## src/rtl/ccg_tt_pkg.sv

```systemverilog
// Shared types and MISR arithmetic for the CCG truth-table sweeper.
// misr_next is also used by the testbench reference model.
package ccg_tt_pkg;

  typedef enum logic [1:0] {
    IDLE  = 2'd0,
    APPLY = 2'd1,
    FIN   = 2'd2
  } state_e;

  localparam int          DEF_SIG_W  = 16;
  localparam logic [15:0] DEF_POLY   = 16'h1021;
  localparam int          MISR_MAX_W = 32;

  // One MISR step on a width-bit register.
  // Operands are carried in 32-bit containers; bits above width are masked off.
  function automatic logic [31:0] misr_next(input logic [31:0] sig,
                                            input logic [31:0] data,
                                            input logic [31:0] poly,
                                            input int          width);
    logic [31:0] mask;
    logic [31:0] r;
    mask = (width >= MISR_MAX_W) ? 32'hFFFF_FFFF : ((32'd1 << width) - 32'd1);
    r = (sig << 1) ^ data;
    if (sig[5'(width - 1)]) r = r ^ poly;
    return r & mask;
  endfunction

endpackage

```

## src/rtl/ccg_misr.sv

```systemverilog
// Multiple-input signature register with synchronous clear and update enable.
// The next-state value is exported so the caller can compare it before it lands.
module ccg_misr
  import ccg_tt_pkg::*;
#(
  parameter int               SIG_W = DEF_SIG_W,
  parameter logic [SIG_W-1:0] POLY  = SIG_W'(DEF_POLY)
) (
  input  logic             clk,
  input  logic             rst_n,
  input  logic             clr,
  input  logic             en,
  input  logic [SIG_W-1:0] data,
  output logic [SIG_W-1:0] sig,
  output logic [SIG_W-1:0] sig_next
);

  logic [31:0] nxt_full;

  assign nxt_full = misr_next(32'(sig), 32'(data), 32'(POLY), SIG_W);
  assign sig_next = nxt_full[SIG_W-1:0];

  always_ff @(posedge clk or negedge rst_n) begin
    if (!rst_n) begin
      sig <= '0;
    end else if (clr) begin
      sig <= '0;
    end else if (en) begin
      sig <= sig_next;
    end
  end

endmodule

```

## src/rtl/ccg_tt_sweeper.sv

```systemverilog
// Drives every input combination into a combinational CUT, captures its
// truth table and a MISR signature, and reports whether the signature matches.
module ccg_tt_sweeper
  import ccg_tt_pkg::*;
#(
  parameter int               N_IN   = 2,
  parameter int               N_OUT  = 8,
  parameter int               SETTLE = 1,
  parameter int               SIG_W  = DEF_SIG_W,
  parameter logic [SIG_W-1:0] POLY   = SIG_W'(DEF_POLY)
) (
  input  logic                          clk,
  input  logic                          rst_n,
  input  logic                          start,
  output logic [N_IN-1:0]               cut_x,
  input  logic [N_OUT-1:0]              cut_f,
  input  logic [SIG_W-1:0]              exp_sig,
  output logic                          busy,
  output logic                          done,
  output logic [(2**N_IN)*N_OUT-1:0]    tt,
  output logic [SIG_W-1:0]              sig,
  output logic                          match
);

  localparam int              TT_W     = (2**N_IN) * N_OUT;
  localparam logic [3:0]      SETTLE_C = 4'(SETTLE);
  localparam logic [N_IN-1:0] LAST_V   = '1;

  state_e            state_q;
  logic [3:0]        cnt_q;
  logic [N_IN-1:0]   vec_q;
  logic [TT_W-1:0]   tt_q;
  logic [SIG_W-1:0]  exp_q;
  logic              match_q;
  logic              accept;
  logic              sample;
  logic [SIG_W-1:0]  sig_next;

  assign accept = (state_q == IDLE) && start;
  assign sample = (state_q == APPLY) && (cnt_q == SETTLE_C);

  always_ff @(posedge clk or negedge rst_n) begin
    if (!rst_n) begin
      state_q <= IDLE;
      cnt_q   <= '0;
      vec_q   <= '0;
      tt_q    <= '0;
      exp_q   <= '0;
      match_q <= 1'b0;
    end else begin
      case (state_q)
        IDLE: begin
          if (start) begin
            state_q <= APPLY;
            cnt_q   <= '0;
            vec_q   <= '0;
            tt_q    <= '0;
            exp_q   <= exp_sig;
            match_q <= 1'b0;
          end
        end
        APPLY: begin
          if (sample) begin
            tt_q[int'(vec_q)*N_OUT +: N_OUT] <= cut_f;
            cnt_q <= '0;
            // Last vector: compare the signature that is landing on this edge
            // so match is already valid during the done cycle.
            if (vec_q == LAST_V) begin
              state_q <= FIN;
              match_q <= (sig_next == exp_q);
            end else begin
              vec_q <= vec_q + 1'b1;
            end
          end else begin
            cnt_q <= cnt_q + 4'd1;
          end
        end
        FIN:     state_q <= IDLE;
        default: state_q <= IDLE;
      endcase
    end
  end

  ccg_misr #(
    .SIG_W (SIG_W),
    .POLY  (POLY)
  ) u_misr (
    .clk      (clk),
    .rst_n    (rst_n),
    .clr      (accept),
    .en       (sample),
    .data     (SIG_W'(cut_f)),
    .sig      (sig),
    .sig_next (sig_next)
  );

  assign cut_x = vec_q;
  assign busy  = (state_q == APPLY);
  assign done  = (state_q == FIN);
  assign tt    = tt_q;
  assign match = match_q;

endmodule

```

## config.mk

```make
export PLATFORM = sky130hd
export DESIGN_NAME = ccg_tt_sweeper
export DESIGN_NICKNAME = d
export VERILOG_FILES = /design/src/rtl/ccg_tt_pkg.sv /design/src/rtl/ccg_misr.sv /design/src/rtl/ccg_tt_sweeper.sv
export SDC_FILE = /design/constraint.sdc
export NUM_CORES = 1
export LEC_CHECK = 0
export CAP_MARGIN = 20
export CORE_ASPECT_RATIO = 1.4
export CORE_MARGIN = 2
export CORE_UTILIZATION = 45
export DETAILED_ROUTE_END_ITERATION = 8
export GPL_ROUTABILITY_DRIVEN = 1
export MAX_ROUTING_LAYER = met4
export PLACE_DENSITY = 0.81
export SETUP_SLACK_MARGIN = 0.3
export SYNTH_ARGS = -nofsm -noshare
export SYNTH_HDL_FRONTEND = slang
export SYNTH_SLANG_ARGS = --single-unit
```

## constraint.sdc

```tcl
create_clock -name clk -period 2.07 [get_ports clk]
set_input_delay 0.5175 -clock clk [delete_from_list [all_inputs] [get_ports clk]]
set_output_delay 0.5175 -clock clk [all_outputs]
set_load 0.01 [all_outputs]
```

==> run summary, run 1 <==
sw frac = 0.4057
Root Driver = clkbuf_8
worst-path maximum fanout = 2
Mapped Nets = 412
Max Fclk = 569.4 MHz
Design Power = 6.644 mW
Rows = 38
worst slew pin tran = 0.3791 ns
total internal power = 3.948 mW
DP HPWL = 6578 um
critical path depth = 5
most frequent cells in the layout = 108 x nand2_1, 70 x o21ai_0, 70 x dfrtp_1, 46 x buf_4, 40 x dlygate4sd2_1
GRT Residual Overflow = 0
RSZ-0062 raised after global routing = true
Seq pwr share = 0.346
final setup TNS = 0 ns
worst path buffer plus inverter count = 1
synthesized cell area = 3526 um2
die area = 8569 um2
simple-gate share of the synthesized area = 0.1842
total CTS buffers = 9
n_diodes = 0
final instance area = 4931 um2
Die X = 78.81 um
1st-iter DRT viols = 252
total global-route track usage = 0.2431
pin count of the biggest net entering global routing = 74
Worst Hold Class = in -> async
status = finished clean
Post-synth EDFFs = 0
critical path's largest stage delay = 0.49 ns
Psw = 2.695 mW
clk slew on worst S/H paths = 0.08 ns
total clock sinks = 73
worst r2r path cells = 5
antenna violations before repair = 0
pwr/cell area = 1347 nW/um2
Top Ports = 80
chip height = 108.7 um
CTS tree = built
fin crit share = 0.8485
crit-path leading delay family = simple AND/OR/NAND/NOR gates
Comb power frac = 0.497
clock buffer depth = 2
CP Capture Type = flop
Post-Synth Adder-Cell Area = 0.02484
dpl cell area = 4577 um2
Final ANT Viol Nets = 0
register area share after synthesis = 0.5181
Worst Skew = 0.01033 ns
P&R area growth vs syn = 39.85%
syn_area_per_cell = 9.328 um2
wirelength, routed = 9453 um
critical setup path kind = in -> reg
Async SR Flop Fraction = 1.000
drt drc = 0
clock share of power = 0.157
VDD IR-drop max = 863.4 uV
crit path time final = 1.756 ns
# port buffers = 79
Rel. slew slack = 0.7473
Max stage delay cell, worst path = or4_4
H-tree depth = 3
largest family of logic cells by synthesized area = simple AND/OR/NAND/NOR gates
Vias/cell = 5.182
TritonRoute pass-1 iters = 6
total number of yosys warnings = 0
vias in the first global route = 3071
Starting Density = 0.4606
final setup vio count = 0
xor/xnor share of the synthesized area = 0.08481
wire per inst = 15.81 um
DR vias = 3099
Synth cell types = 42
Leak Pwr = 2.702 nW
first-pass GRT wire length = 15350 um
commonest non-fill, non-tap cell in the layout = nand2_1
Worst Path Required = 2.33 ns
ys flop type = dfrtp_1
CORE AREA = 7655 um2
post-synthesis compound-gate area fraction = 0.1441
Clock Latency Late Sink = 0.36 ns
max-slew violations = 0
CP Launch Type = input pin
mux cell area share after synthesis = 0.002839
CP Cell Sequence = clkdlybuf4s50_1 -> xnor3_1 -> nand2_1 -> or4_4 -> o31ai_2
share of layout cells above drive strength 1 = 0.1767
cts hold-fix bufs = 0
Worst EP arrival = 2.02 ns
Seq cells post-synth = 73
MaxCap Viol Count = 0
nets@finish = 527
Post-Syn Instances = 378
final-report hold violation count = 0
RD Place Congestion = 0.8718
## path summary, 6_finish.rpt
check | from | to | slack [ns]
worst max-delay path | cut_f[7] | match$_DFFE_PN0P_ | 0.31
worst min-delay path | rst_n | exp_q[14]$_DFFE_PN0P_ | 0.16
worst max register to register | u_misr.sig[6]$_DFFE_PN0P_ | match$_DFFE_PN0P_ | 0.31
worst min register to register | exp_q[4]$_DFFE_PN0P_ | exp_q[4]$_DFFE_PN0P_ | 0.49
max in group asynchronous | rst_n | state_q[0]$_DFFE_PN0P_ | 1.58
min in group clk | exp_q[4]$_DFFE_PN0P_ | exp_q[4]$_DFFE_PN0P_ | 0.49
## layout make-up
cell class	instances	area, um2
timing repair buffer	127	1145
clock inverter	4	26.28
clock buffer	12	155.1
sequential	73	1831
fill	629	2724
multi-input combinational	269	1600
tap	100	125.1
inverter	13	48.80
## registers in the layout, indices dropped and copies added, names as in the netlist
signal      count
cut_x           2
exp_q          16
tt             32
match           1
u_misr.sig     16
state_q         2
cnt_q           4
## kinds of logic (layout without fill, tap and decap cells)
logic type                 Yosys count  count (layout)
DFF                                 73              73
xor gates and xnor gates            26              26
and+or+nand+nor                    143             143
buffers and inverters               36             156
adders and majority gates            7               7
AOI/OAI and AO/OA                   92              92
muxes                                1               1
## Yosys cell counts (2+ instances only)
cell type | n | area share
xor2_1 | 19 | 0.047
nand2_1 | 108 | 0.11
inv_1 | 12 | 0.013
nor2b_1 | 2 | 0.0035
dfrtp_1 | 73 | 0.52
xnor3_1 | 3 | 0.019
nand3_1 | 5 | 0.0071
nor2_1 | 9 | 0.0096
nor3b_4 | 2 | 0.011
xnor2_1 | 2 | 0.0050
nor4_1 | 2 | 0.0035
ha_1 | 7 | 0.025
xor3_1 | 2 | 0.013
o21ai_1 | 3 | 0.0043
buf_2 | 4 | 0.0057
o31ai_1 | 10 | 0.021
or2_1 | 2 | 0.0035
clkbuf_1 | 17 | 0.018
o21ai_0 | 72 | 0.10
or2_0 | 2 | 0.0035
## power groups by stage
stage / Sequential [mW] / Combinational [mW] / Clock (mW)
final: 2.30 / 3.30 / 1.04
after global routing: 2.36 / 3.66 / 1.12
after CTS: 2.31 / 3.18 / 1.06
after detailed placement: 2.39 / 3.05 / 0
after global placement: 2.38 / 2.97 / 0
after floorplan: 2.45 / 1.59 / 0
## stage by stage
stage	hold slack (ns)	setup slack (ns)	utilization	cells
floorplan	0.2219	0.3404	-	378
global placement	0.4697	-0.1202	0.5979	563
detailed placement	0.4791	-0.1375	0.5979	563
CTS	0.1815	0.2224	0.6334	595
global route	0.1995	0.2571	0.6442	598
finish	0.1631	0.3137	0.6442	598
## metal layers
layer,up-vias,part of all wire,global-route usage
met3,29,0.045,0.03394
met4,0,0.043,0.1232
li1,1489,-,-
met5,-,0,-
met1,1466,0.38,0.2783
met2,115,0.53,0.4176
## what timing repair did
action                     in CTS  in global routing
pin swaps                       4                  1
setup endpoints to repair      56                 51
gates resized for setup        48                 29
setup buffers                  16                  3
No activity file was read; power rests on OpenSTA's default activity.
==> inputs of run 2 (changes only) <==
==> constraint.sdc (replaced) <==
create_clock -name clk -period 1.7 [get_ports clk]
set_input_delay 0.425 -clock clk [delete_from_list [all_inputs] [get_ports clk]]
set_output_delay 0.425 -clock clk [all_outputs]
set_load 0.01 [all_outputs]
==> run summary, run 2 (synthesis gave the netlist of run 1 again) <==
share of layout cells above drive strength 1 = 0.4807 (+0.3040)
Top Ports = 80 (unchanged)
fin crit share = 1.096
Die X = 78.81 um (unchanged)
first-pass GRT wire length = 17970 um (+17%)
Vias/cell = 5.628 (+8.6%)
Clock Latency Late Sink = 0.36 ns (about the same)
FF/Latch Area = 1833 um2 (+0.14%)
wirelength, routed = 13250 um (+40%)
total clock sinks = 73 (unchanged)
CORE AREA = 7655 um2 (unchanged)
first element of the critical path = u_misr.sig[15]$_DFFE_PN0P_
1st-iter DRT viols = 318 (+26%)
die area = 8569 um2 (unchanged)
antenna violations before repair = 0 (unchanged)
Leak Pwr = 2.809 nW (+4.0%)
Max Fclk = 536.8 MHz
GRT Residual Overflow = 0 (unchanged)
Seq pwr share = 0.263 (-0.083)
final setup TNS = -0.5998 ns (-0.5998 ns)
critical path depth = 4 (-1)
crit-path leading delay family = XOR/XNOR gates
H-tree depth = 3 (unchanged)
Setup WS post-layout = -0.1627 ns (-0.4764 ns)
VDD IR-drop max = 1210 uV (+40%)
pwr/cell area = 1893 nW/um2 (+40%)
Root Driver = clkbuf_8
# placed instances = 575 (+2.1%)
r2r startpoint = u_misr.sig[15]$_DFFE_PN0P_
pin count of the biggest net entering global routing = 74 (unchanged)
worst path buffer plus inverter count = 0 (-1)
sw frac = 0.4112 (+0.005471)
worst r2r path cells = 4 (-1)
TritonRoute pass-1 iters = 5 (-1)
CP Cell Sequence = xnor3_1 -> xnor2_1 -> or4_4 -> o31ai_2
CTS tree = built
DP HPWL = 6808 um (+3.5%)
drt drc = 0 (unchanged)
Largest register FFs = 32 (unchanged)
vias in the first global route = 3544 (+15%)
Final Non-Filler Cells = 645 (+7.9%)
status = finished, violations left
clk slew on worst S/H paths = 0.08 ns (about the same)
nets@finish = 574 (+8.9%)
final setup vio count = 13 (+13)
RD Place Congestion = 0.8650 (-0.78%)
Worst Skew = 0.009850 ns (-0.0004800 ns)
CP endpoint = match$_DFFE_PN0P_
CP Capture Type = flop
Starting Density = 0.4606 (unchanged)
Comb power frac = 0.579 (+0.082)
Multi-input gate area = 2016 um2 (+26%)
most frequent cells in the layout = 86 x nand2_1, 68 x dfrtp_1, 61 x buf_4, 43 x buf_6, 30 x o21ai_1
Psw = 4.485 mW (+66%)
wire per inst = 20.54 um (+30%)
chip height = 108.7 um (unchanged)
total global-route track usage = 0.2853 (+0.04229)
commonest non-fill, non-tap cell in the layout = nand2_1
clock share of power = 0.157 (about the same)
MaxCap Viol Count = 0 (unchanged)
failing checks = negative setup slack
DR vias = 3630 (+17%)
Worst EP arrival = 2.11 ns (+0.09 ns)
total internal power = 6.424 mW (+63%)
max-slew violations = 0 (unchanged)
Design Power = 10.91 mW (+64%)
critical setup path kind = reg -> reg
total CTS buffers = 9 (unchanged)
clock buffer depth = 2 (unchanged)
worst slew pin tran = 0.3957 ns (+0.01662 ns)
Rows = 38 (unchanged)
FILL cells = 464 (-26%)
Worst Hold Class = in -> async
Util after Layout = 0.7530 (+0.1089)
crit path time final = 1.863 ns
cts hold-fix bufs = 0 (unchanged)
Rel. slew slack = 0.7362 (-0.01108)
n_diodes = 0 (unchanged)
critical path's largest stage delay = 0.45 ns (-0.04 ns)
P&R area growth vs syn = 63.48%
worst r2r dst = match$_DFFE_PN0P_
pre-CTS setup slack = -0.4199 ns (-0.2823 ns)
Reg2Reg Setup Slack = -0.16 ns (-0.48 ns)
# port buffers = 79 (unchanged)
Max stage delay cell, worst path = or4_4
final-report hold violation count = 0 (unchanged)
RSZ-0062 raised after global routing = true
Worst Path Required = 1.95 ns (-0.38 ns)
Final ANT Viol Nets = 0 (unchanged)
worst-path maximum fanout = 2 (unchanged)
CP Launch Type = flop
## run 2: cell count changes in the layout (fill, tap and decap cells not counted), moves of 7 or more
| cell | before | now |
|---|---|---|
| o21ai_2 | 0 | 28 |
| buf_4 | 46 | 61 |
| clkbuf_2 | 1 | 13 |
| o31ai_1 | 10 | 1 |
| buf_2 | 1 | 28 |
| buf_6 | 1 | 43 |
| o21ai_1 | 5 | 30 |
| o21ai_0 | 70 | 17 |
| o31ai_4 | 0 | 7 |
| dlymetal6s2s_1 | 15 | 0 |
| dlygate4sd2_1 | 40 | 2 |
| nand2_2 | 0 | 19 |
| nand2_1 | 108 | 86 |
## run 2: through the flow
step / hold slack, ns / area, um2
after detailed placement: 0.4723 / 4701
final: 0.08572 / 5764
after CTS: 0.1021 / 5401
after floorplan: 0.1294 / 3576
after global placement: 0.4726 / 4701
after global routing: 0.1128 / 5764
## run 2: layout make-up
class | instances | area share
clock buffers | 10 | 0.02388
clock inverters | 6 | 0.01975
inverters | 13 | 0.01020
multi-input cells | 269 | 0.3497
flip-flops and latches | 73 | 0.3180
well taps | 100 | 0.02171
repair buffers | 174 | 0.2568
## run 2: worst register-to-register path: cells and delay by family, from the launching register on
kind | cells | cell delay, ns
AOI/OAI and AO/OA | 1 | 0.30
xor gates and xnor gates | 2 | 0.59
DFF | 1 | 0.42
and+or+nand+nor | 1 | 0.45
## run 2: what timing repair did
item,4_1_cts,5_1_grt
pin swaps,33,38
setup endpoints to repair,104,109
gates resized for setup,248,151
setup buffers,39,13
cloned,0,2
## run 2: worst min path at each step
stage | startpoint | end | depth (start not counted)
5_1_grt | rst_n | u_misr.sig[12]$_DFFE_PN0P_ | 2
3_5_place_dp | exp_q[4]$_DFFE_PN0P_ | exp_q[4]$_DFFE_PN0P_ | 2
2_1_floorplan | rst_n | cnt_q[0]$_DFFE_PN0P_ | 0
3_3_place_gp | exp_q[3]$_DFFE_PN0P_ | exp_q[3]$_DFFE_PN0P_ | 2
6_report | rst_n | exp_q[13]$_DFFE_PN0P_ | 2
4_1_cts | rst_n | exp_q[13]$_DFFE_PN0P_ | 2
## run 2: routing by layer
layer	vias to the layer above	GRT usage	wire length, um
met5	-	-	0
li1	1584	-	-
met4	0	0.1564	964
met3	65	0.05381	816
met1	1771	0.3138	4548
met2	210	0.4884	6921
## run 2: power by group through the flow
stage | Combinational, mW | Clock (mW) | Sequential, mW
6_report | 6.32 | 1.72 | 2.87
3_5_place_dp | 4.01 | 0 | 2.90
2_1_floorplan | 2.05 | 0 | 2.99
3_3_place_gp | 3.89 | 0 | 2.88
5_1_grt | 6.67 | 1.80 | 2.92
4_1_cts | 4.97 | 1.70 | 2.78
==> inputs of run 3 (changes only) <==
--- a/config.mk
+++ b/config.mk
@@ -12,8 +12,9 @@
 export DETAILED_ROUTE_END_ITERATION = 8
 export GPL_ROUTABILITY_DRIVEN = 1
 export MAX_ROUTING_LAYER = met4
-export PLACE_DENSITY = 0.81
+export PLACE_DENSITY = 0.7
 export SETUP_SLACK_MARGIN = 0.3
+export SKIP_CTS_REPAIR_TIMING = 1
 export SYNTH_ARGS = -nofsm -noshare
 export SYNTH_HDL_FRONTEND = slang
 export SYNTH_SLANG_ARGS = --single-unit
==> run summary, run 3 (synthesis gave the netlist of run 1 again) <==
vias in the first global route = 3029 (-15%)
chip height = 108.7 um (unchanged)
share of layout cells above drive strength 1 = 0.2957 (-0.1850)
antenna violations before repair = 0 (unchanged)
die area = 8569 um2 (unchanged)
TritonRoute pass-1 iters = 5 (unchanged)
DP HPWL = 6777 um (-0.45%)
critical setup path kind = in -> reg
total internal power = 5.843 mW (-9.0%)
Top Layer Used = met4
met2 WL post-DR = 5299 um (-23%)
pin count of the biggest net entering global routing = 43 (-42%)
DRT met1 WL = 3845 um (-15%)
MaxCap Viol Count = 0 (unchanged)
worst slew pin tran = 0.4594 ns (+0.06372 ns)
met3 wire length = 521 um (-36%)
Worst Hold Class = in -> async
pwr/cell area = 1729 nW/um2 (-8.7%)
RSZ-0062 raised after global routing = true
total clock sinks = 73 (unchanged)
Root Driver = clkbuf_8
CORE AREA = 7655 um2 (unchanged)
most frequent cells in the layout = 107 x nand2_1, 65 x dfrtp_1, 43 x buf_4, 41 x dlymetal6s2s_1, 37 x o21ai_1
Top Ports = 80 (unchanged)
final setup vio count = 0 (-13)
GRT Residual Overflow = 0 (unchanged)
total global-route track usage = 0.2331 (-0.05221)
Worst EP arrival = 1.96 ns (-0.15 ns)
1st-iter DRT viols = 284 (-11%)
n_diodes = 0 (unchanged)
CP Capture Type = flop
Clock Latency Late Sink = 0.35 ns (about the same)
Seq pwr share = 0.303 (+0.040)
final setup TNS = 0 ns (+0.5998 ns)
drt drc = 0 (unchanged)
max-slew violations = 0 (unchanged)
first-pass GRT wire length = 14740 um (-18%)
Max Fclk = 589.9 MHz (+9.9%)
status = finished clean
CTS tree = built
sw frac = 0.3859 (-0.02521)
Vias/cell = 5.226 (-7.1%)
commonest non-fill, non-tap cell in the layout = nand2_1
DR vias = 3209 (-12%)
Util after Layout = 0.7190 (-0.03400)
Setup WS post-layout = 0.004659 ns (+0.1674 ns)
critical path's largest stage delay = 0.49 ns (+0.04 ns)
RD Place Congestion = 0.8846 (+2.3%)
clock share of power = 0.174 (+0.017)
clock buffer depth = 2 (unchanged)
Psw = 3.672 mW (-18%)
Max stage delay cell, worst path = or4_1
FF/Latch Area = 1837 um2 (+0.20%)
clk slew on worst S/H paths = 0.08 ns (about the same)
Rows = 38 (unchanged)
H-tree depth = 3 (unchanged)
final-report hold violation count = 0 (unchanged)
Worst Skew = 0.008520 ns (-0.001330 ns)
Multi-input gate area = 1795 um2 (-11%)
Final ANT Viol Nets = 0 (unchanged)
CP Launch Type = input pin
worst-path maximum fanout = 2 (unchanged)
total CTS buffers = 9 (unchanged)
Worst Path Required = 1.96 ns (about the same)
P&R area growth vs syn = 56.10%
FILL cells = 555 (+20%)
wire per inst = 16.23 um (-21%)
Comb power frac = 0.523 (-0.056)
Leak Pwr = 3.176 nW (+13%)
wirelength, routed = 9967 um (-25%)
VDD IR-drop max = 863.3 uV (-29%)
Starting Density = 0.4606 (unchanged)
CP Cell Sequence = clkdlybuf4s50_1 -> xnor3_1 -> nand2_1 -> or4_1 -> o31ai_2
nets@finish = 543 (-5.4%)
final hold slack = 0.01748 ns (-0.06823 ns)
fin crit share = 0.9973 (-0.09846)
Rel. slew slack = 0.6937 (-0.04248)
# placed instances = 574 (-0.17%)
pre-CTS setup slack = -0.4054 ns (+0.01448 ns)
# port buffers = 79 (unchanged)
Die X = 78.81 um (unchanged)
Final Non-Filler Cells = 614 (-4.8%)
crit path time final = 1.695 ns (-0.1674 ns)
Largest register FFs = 32 (unchanged)
## run 3: cell types whose count changed in the layout (fill, tap and decap cells not counted), sizes merged
cell / delta
buf: -68
dlymetal6s2s: +41
clkbuf: -3
dlygate4sd2: -2
a21oi: +1
clkdlybuf4s50: -1
clkinv: +1
clkinvlp: -1
or2: +1
## run 3: power by group through the flow
| stage | Clock, mW | Sequential (mW) | Combinational (mW) |
|---|---|---|---|
| final | 1.65 | 2.89 | 4.98 |
| after global routing | 1.76 | 2.96 | 5.40 |
| after CTS | 1.67 | 2.86 | 4.08 |
| after detailed placement | 0 | 2.90 | 4.06 |
| after global placement | 0 | 2.87 | 3.95 |
| after floorplan | 0 | 2.99 | 2.05 |
## run 3: layout make-up
class                   instances  area share
clock inverters                 6     0.02091
multi-input cells             271      0.3262
flip-flops and latches         73      0.3337
clock buffers                  10     0.02319
well taps                     100     0.02273
repair buffers                141      0.2635
inverters                      13    0.009775
## run 3: stage by stage
step | total power [mW] | instance area, um2
after floorplan | 5.032 | 3576
after global placement | 6.828 | 4706
after detailed placement | 6.953 | 4706
after CTS | 8.621 | 4949
after global routing | 10.12 | 5504
final | 9.515 | 5504
## run 3: final timing paths
kind,from,slack (ns),cells after the start,end
min in group clk,tt[16]$_DFFE_PN0P_,0.49,2,tt[16]$_DFFE_PN0P_
max,cut_f[1],0.005,5,match$_DFFE_PN0P_
max in group asynchronous,rst_n,1.07,2,state_q[0]$_DFFE_PN0P_
min,rst_n,0.02,1,exp_q[15]$_DFFE_PN0P_
max reg2reg,cnt_q[1]$_DFFE_PN0P_,0.01,8,tt[20]$_DFFE_PN0P_
min reg2reg,tt[16]$_DFFE_PN0P_,0.49,2,tt[16]$_DFFE_PN0P_
## run 3: critical path: cells and delay by family
| kind | cells | cell delay [ns] |
|---|---|---|
| AND/OR/NAND/NOR | 2 | 0.56 |
| buffers and inverters | 1 | 0.47 |
| XOR/XNOR | 1 | 0.31 |
| AO/OA/AOI/OAI | 1 | 0.19 |
## run 3: metal layers
metal  up-vias  GRT usage
li1       1528          -
met1      1544     0.2763
met2       116     0.3871
met3        21    0.02980
met4         0     0.1281
met5         -          -
==> patch, RTL diff (flow settings as in run 1) <==
The parameter `N_IN` goes from 2 to 3.
--- a/src/rtl/ccg_tt_sweeper.sv
+++ b/src/rtl/ccg_tt_sweeper.sv
@@ -3,7 +3,7 @@
 module ccg_tt_sweeper
   import ccg_tt_pkg::*;
 #(
-  parameter int               N_IN   = 2,
+  parameter int               N_IN   = 3,
   parameter int               N_OUT  = 8,
   parameter int               SETTLE = 1,
   parameter int               SIG_W  = DEF_SIG_W,
Ports: changed (resized cut_x and tt); port bits go from 80 to 113. The function was not compared with the original's and may differ.
==> patch against run 1 <==
  * Clock power is 89% higher
  * Global-route usage is 6.0 points higher
  * Die area is 33% higher
  * Sequential cell count is 33 higher
  * Setup slack worse by 290 ps
  * Design area is 55% higher
  * Sequential power is 56% higher
  * Critical path depth is 5 higher
  * Power is 78% higher
  * Cell count is 29% higher
  * Routed wire length is 95% higher
  * Synthesized area is 34% higher
  * Largest power group unchanged
  * Highest routed layer unchanged
==> patch: results (changes against run 1) <==
Clock tree
  – Clk slew on worst S/H paths: 80 ps (about the same)
  – Root Driver: clkbuf_16

Place
  – Placed cell area: 0.00631 mm² (+38%)
  – Placer Congestion: 0.858 (-1.6%)
  – DP Wirelength: 9.45 mm (+44%)
  – Place WS: -368 ps (-230 ps)
  – Port bufs: 112 (+42%)

Power and ir drop
  – Leakage: 3.92 nW (+45%)
  – Combinational Power Share: 53.1% (+3.4 points)
  – Clock power frac: 16.6% (+0.9 points)
  – Psw: 4.67 mW (+73%)
  – Peak VDD IR: 0.945 mV (+9.4%)

GRT
  – Met3 usage: 6.33% (+2.9 points)
  – First-pass GRT wire length: 25.5 mm (+66%)
  – Met2 Usage GRT: 51.6% (+9.9 points)
  – Gr usage total: 30.3% (+6.0 points)
  – Antenna violations before repair: 0 (unchanged)
  – Largest net degree at the start of global routing: 47 (-36%)
  – GR Util met1: 31.7% (+3.9 points)
  – Vias in the first global route: 4671 (+52%)

Routing
  – Met2 Wirelength: 9.53 mm (+90%)
  – DR top layer: met4
  – DR iter-0 viols: 422 (+67%)
  – DR WL met3: 1.27 mm (+200%)
  – Initial DRT Pass Iterations: 5 (-1)
  – M1 wire length: 6.11 mm (+69%)
  – Via count: 4683 (+51%)
  – Final wirelength: 18.5 mm (+95%)

Final layout
  – FILL cells: 627 (-0.32%)
  – Largest register FFs: 64 (+100%)
  – Final nets: 663 (+26%)
  – Share of post-route cells with drive strength above 1: 34.9% (+17 points)

Setup path
  – Largest fanout on the critical path: 8 (+6)
  – Crit path arrival time: 2330 ps (+310 ps)
  – CP max stage cell: dfrtp_2
  – CP max stage delay: 400 ps (-90 ps)
  – Delay-heaviest family, CP: simple AND/OR/NAND/NOR gates

Synth
  – Top cells by area, synth: dfrtp_1 (56%), a22o_1 (8.3%), nand2_1 (7.7%), nand3_1 (3.2%), o21ai_0 (2.1%)
  – Mapped Nets: 476 (+16%)
  – Asr flop ratio synth: 100% (unchanged)
  – Distinct cells, synth: 50 (+19%)
  – Post-synth top cells: dfrtp_1 (106), nand2_1 (97), a22o_1 (45), nand3_1 (30)
  – Sequential share of the synthesized area: 56.0% (+4.2 points)

Timing
  – Slew Limit Headroom: 60.4% (-14 points)
  – Clk_skew: 7.42 ps (-2.91 ps)

Min path
  – HP Class: input port to async pin

Run status
  – Status: finished, final reports clean
## patch: through the flow
stage / power (mW) / utilization (%) / std cells
after floorplan: 5.81 / - / 442
after global placement: 7.78 / 61.3 / 704
after detailed placement: 7.97 / 61.3 / 704
after CTS: 10.7 / 70.5 / 759
after global routing: 12.2 / 74.4 / 772
final: 11.8 / 74.4 / 772
## patch: final cells by class
type,instances,area [µm²],area share (%)
inverter,6,25.0,0.327
clock buffer,10,239,3.12
tap,138,173,2.25
sequential,106,2660,34.7
timing repair buffer,205,1980,25.8
multi-input combinational,301,2490,32.5
clock inverter,6,96.3,1.26
## patch: what timing repair did
| action | 4_1_cts | 5_1_grt |
|---|---|---|
| pin swaps | 33 | 52 |
| cloned | 3 | 0 |
| gates resized for setup | 166 | 92 |
| buffers inserted | 36 | 13 |
| endpoints found under the setup margin | 148 | 118 |
## patch: final timing paths
check / from / endpoint / slack (ps) / cells after the start
worst max-delay path: cut_x[0] / tt[35] / 30 / 10
worst min-delay path: rst_n / cnt_q[0] / 140 / 1
worst max register to register: cut_x[0] / tt[35] / 30 / 10
worst min register to register: exp_q[14] / exp_q[14] / 500 / 2
max in group asynchronous: rst_n / u_misr.sig[1] / 1220 / 2
min in group clk: exp_q[14] / exp_q[14] / 500 / 2
## patch: kinds of logic (layout without fill, tap and decap cells)
family | after synthesis | in the layout | share of synthesized area (%)
simple gates | 180 | 180 | 18.2
flops | 106 | 106 | 56.0
compound gates | 86 | 86 | 13.9
buf+inv | 35 | 227 | 3.56
xor+xnor | 25 | 25 | 5.78
fa+ha+maj | 7 | 7 | 1.85
mux | 3 | 3 | 0.660
